===== config.mk =====
export PLATFORM = sky130hd
export DESIGN_NAME = conv_line_buffer_mc
export DESIGN_NICKNAME = d
export VERILOG_FILES = /design/src/rtl/conv_line_buffer_mc.sv
export SDC_FILE = /design/constraint.sdc
export NUM_CORES = 2
export LEC_CHECK = 0
export CAP_MARGIN = 25
export CORE_ASPECT_RATIO = 2
export CORE_UTILIZATION = 35
export DETAILED_ROUTE_END_ITERATION = 10
export HOLD_SLACK_MARGIN = 0.05
export PLACE_DENSITY = 0.53
export SLEW_MARGIN = 0
export SYNTH_ARGS = -nofsm -noshare
export SYNTH_HDL_FRONTEND = slang
export SYNTH_SLANG_ARGS = --single-unit

===== constraint.sdc =====
create_clock -name clk -period 7.5 [get_ports clk]
set_clock_uncertainty 0.15 [all_clocks]
set_input_delay 1.5 -clock clk [delete_from_list [all_inputs] [get_ports clk]]
set_output_delay 1.5 -clock clk [all_outputs]
set_load 0.02 [all_outputs]

===== src/rtl/conv_line_buffer_mc.sv =====
// Multi-channel double-buffered row buffer feeding the conv kernel array.
// Rows rotate through NSLOT circular slots; a spare slot fills while the window is read.
module conv_line_buffer_mc #(
  parameter int DATA_WIDTH = 32,
  parameter int BUFFER_ROW = 3,
  parameter int BUFFER_COL = 8,
  parameter int CHANNEL    = 1,
  localparam int RW = (BUFFER_ROW > 2) ? $clog2(BUFFER_ROW) : 1,
  localparam int VW = $clog2(BUFFER_ROW + 1)
) (
  input  logic                                     clk,
  input  logic                                     rst_n,
  input  logic                                     flush,
  input  logic [CHANNEL*DATA_WIDTH-1:0]            data_in,
  input  logic                                     in_valid,
  output logic                                     in_ready,
  input  logic                                     pad_row,
  input  logic                                     advance,
  input  logic [RW-1:0]                            rd_row,
  output logic [CHANNEL*BUFFER_COL*DATA_WIDTH-1:0] data_out_bus,
  output logic [VW-1:0]                            rows_valid,
  output logic                                     window_valid,
  output logic                                     adv_err
);

  localparam int NSLOT = BUFFER_ROW + 1;
  localparam int SW    = $clog2(NSLOT);
  localparam int CW    = $clog2(BUFFER_COL);

  logic [DATA_WIDTH-1:0] mem [NSLOT][CHANNEL][BUFFER_COL];

  logic [SW-1:0] head;
  logic [SW-1:0] fill_slot;
  logic [SW-1:0] rd_slot;
  logic [SW-1:0] head_inc;
  logic [CW-1:0] wr_col;
  logic          pending;
  logic          accept;
  logic          last_col;
  logic          pad_ok;
  logic          row_done;
  logic          commit;

  // NSLOT need not be a power of two, so wrap by compare
  function automatic logic [SW-1:0] wrap_add(
    input logic [SW-1:0] a,
    input logic [SW-1:0] b
  );
    logic [SW:0] s;
    s = {1'b0, a} + {1'b0, b};
    if (s >= (SW+1)'(NSLOT))
      s = s - (SW+1)'(NSLOT);
    return s[SW-1:0];
  endfunction

  assign fill_slot    = wrap_add(head, SW'(rows_valid));
  assign rd_slot      = wrap_add(head, SW'(rd_row));
  assign head_inc     = wrap_add(head, SW'(1));
  assign window_valid = (rows_valid == VW'(BUFFER_ROW));
  assign in_ready     = !pending && !pad_row;
  assign accept       = in_valid && in_ready;
  assign last_col     = (wr_col == CW'(BUFFER_COL - 1));
  assign pad_ok       = pad_row && (wr_col == '0) && !pending;
  assign row_done     = (accept && last_col) || pad_ok;
  assign commit       = row_done || pending;

  always_ff @(posedge clk or negedge rst_n) begin
    if (!rst_n) begin
      head       <= '0;
      wr_col     <= '0;
      rows_valid <= '0;
      pending    <= 1'b0;
      adv_err    <= 1'b0;
    end else if (flush) begin
      head       <= '0;
      wr_col     <= '0;
      rows_valid <= '0;
      pending    <= 1'b0;
      adv_err    <= 1'b0;
    end else begin
      if (accept)
        wr_col <= last_col ? '0 : wr_col + CW'(1);
      if ((pad_row && !pad_ok) || (advance && !window_valid))
        adv_err <= 1'b1;
      if (commit) begin
        if (!window_valid) begin
          rows_valid <= rows_valid + VW'(1);
          pending    <= 1'b0;
        end else if (advance) begin
          head    <= head_inc;
          pending <= 1'b0;
        end else begin
          pending <= 1'b1;
        end
      end else if (advance && window_valid) begin
        head       <= head_inc;
        rows_valid <= rows_valid - VW'(1);
      end
    end
  end

  always_ff @(posedge clk or negedge rst_n) begin
    if (!rst_n) begin
      for (int s = 0; s < NSLOT; s++)
        for (int c = 0; c < CHANNEL; c++)
          for (int k = 0; k < BUFFER_COL; k++)
            mem[s][c][k] <= '0;
    end else if (!flush) begin
      if (pad_ok) begin
        for (int c = 0; c < CHANNEL; c++)
          for (int k = 0; k < BUFFER_COL; k++)
            mem[fill_slot][c][k] <= '0;
      end else if (accept) begin
        for (int c = 0; c < CHANNEL; c++)
          mem[fill_slot][c][wr_col] <=
            data_in[(c+1)*DATA_WIDTH-1 -: DATA_WIDTH];
      end
    end
  end

  // fill slot is never addressed here: rd_row < rows_valid
  always_comb begin
    data_out_bus = '0;
    if (SW'(rd_row) < SW'(rows_valid)) begin
      for (int c = 0; c < CHANNEL; c++)
        for (int k = 0; k < BUFFER_COL; k++)
          data_out_bus[((c*BUFFER_COL)+(BUFFER_COL-k))*DATA_WIDTH-1 -: DATA_WIDTH] =
            mem[rd_slot][c][k];
    end
  end

endmodule


Yosys cells after proc, flatten, opt, wreduce, memory -nomap -nowiden
Cells that the tools add are included.

Div/mod/pow operators: 0. Shift-type cells: 0. Bitwise logic cells: 20. $lt $le $gt $ge: 9. Multiply operators: 0. Mux-type cells: 48. Equal/unequal tests: 5. Reductions and logical operators: 26. Add/sub/neg operators: 9.

Operator list (number): 1024-bit AND (8); 1024-bit NOT (8); 256-bit demux with 2-bit select (9); 1024-bit two-way mux (2); 256-bit two-way mux (5); 1024-bit bitwise mux (1); 256-bit binary-select mux with 2-bit select (1); 224-bit two-way mux (1); 192-bit two-way mux (1); 160-bit two-way mux (1); 128-bit two-way mux (1); 32-bit demux with 3-bit select (1); 96-bit two-way mux (1); 32-bit two-way mux (2); 64-bit two-way mux (1); 2-bit two-way mux (12); 3-bit >= comparator (second input constant) (5); 1-bit logical AND (10); 3-bit two-way mux (3); 3-bit != test (second input constant) (3); 2-bit nonzero test (4); 2-bit by 1-bit subtractor with 2-bit output (second input constant) (4); 2-bit by 2-bit adder with 3-bit output (2); 1-bit two-way mux (6); 18 further kinds (25).

Bits in writable memories: 0. Memory bits (read-only): 0. Output and inout port bits: 261. Input port bits: 40. Bits in latches: 0. Logic and storage cells: 154. Memories: 0. Register bits after elaboration: 1033.

Longest topological paths before layout
Word-level depth: 18. Mapped depth: 9. Mapped depth without buffers: 6.

Worst setup path before layout
OpenSTA, ideal clock, no wires.

Kind: in2out. Start point: input port rd_row[0]. End point: output port data_out_bus[175]. Setup slack: 2576 ps. Buffers on the path: 2. Data arrival time: 3274 ps. Data required time: 5850 ps. Stages on the path: 7. Cells stage by stage: ha_1 -> xor2_1 -> xnor2_1 -> clkbuf_1 -> buf_2 -> mux2i_1 -> o22ai_1.

Longest elaborated chain between the ends: 8. Elaborated cells between the ends (all ways): 10. Classes of those cells: add/sub: 2; order compare: 2; mux: 5; bitwise: 1.

RTL lines: start, declared (line 19) `input logic [RW-1:0] rd_row,`; 2-bit by 2-bit adder with 3-bit output (line 50) `s = {1'b0, a} + {1'b0, b};`; 3-bit >= comparator / 2-bit by 1-bit subtractor with 2-bit output (equally long branches) (line 51, 52); 2-bit two-way mux (line 51) `if (s >= (SW+1)'(NSLOT))`; 2-bit NOT with 3-bit output (not written as such) (line 128) `mem[rd_slot][c][k];`; 256-bit binary-select mux with 2-bit select (line 128); 256-bit two-way mux (not written as such) (line 128); 256-bit two-way mux; 256-bit two-way mux * (line 124) `if (SW'(rd_row) < SW'(rows_valid)) begin`; end, declared (line 20) `output logic [CHANNEL*BUFFER_COL*DATA_WIDTH-1:0] data_out_bus,`.

Mark *: on every way between the ends. The rest lies on a longest branch, timed or not. The select of a mux whose other input is x is not followed.

Worst setup path in the final report
Start point: input port rd_row[0]. End point: output port data_out_bus[255].

Longest elaborated chain between the ends: 8. Elaborated cells between the ends (all ways): 10. Classes of those cells: add/sub: 2; order compare: 2; mux: 5; bitwise: 1.

RTL lines (line): 2-bit by 2-bit adder with 3-bit output (50); 3-bit >= comparator / 2-bit by 1-bit subtractor with 2-bit output (equally long branches) (51, 52); 2-bit two-way mux (51); 2-bit NOT with 3-bit output (not written as such) (128); 256-bit binary-select mux with 2-bit select (128); 256-bit two-way mux; 256-bit two-way mux (not written as such) (128); 256-bit two-way mux * (124).

Marked as above.

==> flow_summary.json <==
{
  "cts_htree_levels": 3,
  "cellLeakagePower_uw": 0.0233,
  "worst_slew_pin_slew_ns": 1.18,
  "dp_slack_ns": 1.23,
  "critical-path-top-delay-family": "buffers and inverters",
  "design.die.area_um2": 131000,
  "post-route-worst-setup-slack_ns": 1.19,
  "number_of_global_route_vias_before_repair": 34400,
  "grt_util_all_layers": 0.245,
  "drt_pre_antenna_iters": 5,
  "place_hpwl_um": 95000,
  "cell_taking_the_most_area_after_synthesis": "sky130_fd_sc_hd__dfrtp_1",
  "drive_gt1_frac": 0.0958,
  "grt_first_pass_wirelength_um": 241000,
  "detail-route-antenna-nets": 0,
  "timing_worst_setup_path_type": "in2out",
  "timing.rr.start": "rows_valid[1]",
  "ys_types": 46,
  "number_of_buffer_and_inverter_stages_on_the_critical_path": 4,
  "min-delay-start": "mem[394]",
  "clock-sinks": 1033,
  "period_needed_ns": 6.31,
  "timing.critical_path.required_ns": 5.85,
  "worst_path_max_delay_cell": "sky130_fd_sc_hd__clkdlybuf4s50_1",
  "synth.yosys.warnings": 0,
  "synth.ff_latch_count": 1033,
  "power_report.internal_total_uw": 9360,
  "wl_um": 162000,
  "postSynthNetCount": 3574,
  "path_clk_slew_ns": 0.06,
  "io_pins": 301,
  "area_share_of_the_largest_cell_type_after_synthesis": 0.571,
  "grt.overflow.total": 0,
  "crit_fanout": 67,
  "routed_via_density": 6.07,
  "port_buffers": 300,
  "number_of_failing_setup_endpoints_in_the_final_timing_report": 0,
  "worstSetupEndpointType": "primary output",
  "timing.critical_path.arrival_ns": 4.66,
  "critPathLaunch": "rd_row[0]",
  "grt_antenna_before_repair": 4,
  "finish.net_count": 3681,
  "hold_viol": 0,
  "drt_iter0_markers": 2651,
  "std_cell_rows": 186,
  "power.share.combinational": 0.112,
  "post_synth.cell_area_avg_um2": 12.8,
  "die_h_um": 511,
  "crit_chain": "clkdlybuf4s50_1 > ha_1 > xor2_1 > xnor2_2 > buf_12 > buf_12 > mux2i_1 > o22ai_1 > clkdlybuf4s50_1",
  "power.density_cell_area_nw_per_um2": 240,
  "worstHoldPathType": "reg2reg",
  "power_frac_seq": 0.474,
  "final-max-slew-violation-count": 0,
  "fin_setup_tns_ns": 0,
  "area_delta_synth_final_pct": 17.2,
  "gp_routability_congestion": 0.791,
  "final_min_period_over_clock_period": 0.841,
  "maximum_clock_rate_mhz": 159,
  "cts_tree": "yes",
  "number_of_standard_cells_after_synthesis": 3528,
  "die-width_um": 256,
  "storage_cell_area_um2": 25800,
  "core_region_area_um2": 128000,
  "drt-wirelength-per-cell_um": 30.0,
  "grt_max_degree": 183,
  "syn-cell-area_um2": 45300,
  "cap_violations": 0,
  "cts.repair_timing.setup_buffer_count": 0,
  "run_status": "finished, final reports clean",
  "power.ir.vdd_worst_mv": 0.165,
  "cts_hold_buffers": 0,
  "power.switching_uw": 3350,
  "p_clk_frac": 0.414,
  "yosys-top-cells-area": "sky130_fd_sc_hd__dfrtp_1 57%, sky130_fd_sc_hd__mux2i_1 11%, sky130_fd_sc_hd__o2bb2ai_1 10%",
  "critical-path-max-stage-delay_ns": 0.71,
  "slew-limit-headroom": 0.214,
  "detailroute.via_count": 32800,
  "layout.cells.most_common": "sky130_fd_sc_hd__dfrtp_1",
  "rsz0062_at_grt": "false",
  "fillerInstances": 11800,
  "clk_lat_worst_skew_ns": 0.70,
  "multi_input_area_um2": 17600,
  "clk_root_buffer_cell": "sky130_fd_sc_hd__clkbuf_16",
  "cts_buffers": 98,
  "synth_sequential_area_ratio": 0.571,
  "startpoint_type": "primary input",
  "post_cts_resized": 0,
  "highest_count_cells_in_the_layout_ignoring_fill_and_taps": "1,033 x sky130_fd_sc_hd__dfrtp_1, 524 x sky130_fd_sc_hd__o2bb2ai_1, 513 x sky130_fd_sc_hd__mux2i_1",
  "clockBufferDepth": 3,
  "detail_route.drc_violations": 0,
  "sw_ratio": 0.264,
  "floorplan.initialDensity": 0.353
}
-- cells in the mapped netlist (all sizes together) --
cell type	count
inv	5
or2	1
a311oi	1
nor4	4
or3b	1
nor3b	1
o2bb2ai	524
dfrtp	1033
xnor3	1
nand2b	5
or2b	1
o22ai	256
a22o	500
and4bb	2
nand3	1
nor3	1
mux2i	513
nand3b	2
o21a	1
nor2b	35
nand4	1
ha	6
a21oi	8
xor2	3
o21ai	19
nor2	24
clkbuf	206
or4	2
xnor2	1
nand4b	2
nand2	163
and2	1
and3b	1
or3	2
nor4b	4
buf	197
-- power groups by stage --
stage / logic [µW] / clock network [µW] / registers [µW]
after floorplan: 830 / 0 / 6080
after global placement: 1420 / 0 / 6130
after detailed placement: 1430 / 0 / 6120
after CTS: 1440 / 5390 / 6020
after global routing: 1510 / 5580 / 6060
final: 1420 / 5270 / 6030
-- cells by family (layout without fill, tap and decap cells) --
logic type / after synthesis / after routing / synth area share
AO/OA/AOI/OAI: 1309 / 1309 / 0.237
flip-flops: 1033 / 1033 / 0.571
multiplexers: 513 / 513 / 0.113
buffers and inverters: 408 / 586 / 0.0448
AND/OR/NAND/NOR: 254 / 254 / 0.0307
adder cells (fa/ha/maj): 6 / 6 / 0.00166
XOR/XNOR: 5 / 5 / 0.00127
other: 0 / 3 / 0
-- registers in the layout, summed over array words and instances (netlist names) --
name / cells
rows_valid: 2
adv_err: 1
mem: 1024
pending: 1
wr_col: 3
head: 2
-- routing by layer --
layer  track usage  share of wire
met1         0.321           0.43
met3        0.0311          0.049
met4        0.0851          0.030
met2         0.418           0.49
met5             0              0
-- layout make-up --
class | instances | share of cell area
Antenna cell | 3 | 0.000142
Multi-Input combinational cell | 2087 | 0.332
Timing Repair Buffer | 410 | 0.0773
Clock buffer | 142 | 0.0544
Inverter | 5 | 0.000354
Sequential cell | 1033 | 0.488
Clock inverter | 29 | 0.00807
Tap cell | 1692 | 0.0399
-- stage by stage --
stage	hold WS (ns)	instance area (µm²)	std cells	util	power (µW)
floorplan	0.305	45300	3528	-	6910
global placement	0.319	49600	5224	0.387	7540
detailed placement	0.323	49700	5226	0.387	7560
CTS	0.340	53000	5397	0.413	12800
global route	0.346	53000	5399	0.413	13100
finish	0.336	53000	5401	0.413	12700
-- path summary, 6_finish.rpt --
check                                    endpoint  slack (ns)  depth (start not counted)
worst max register to register           mem[245]        3.64                          5
worst min register to register           mem[394]        0.34                          1
max in group asynchronous                mem[185]        4.85                          2
min in group asynchronous                mem[889]        0.63                          1
worst max-delay path            data_out_bus[255]        1.19                          9
worst min-delay path                     mem[394]        0.34                          1
Power figures use the tool's default switching activity.
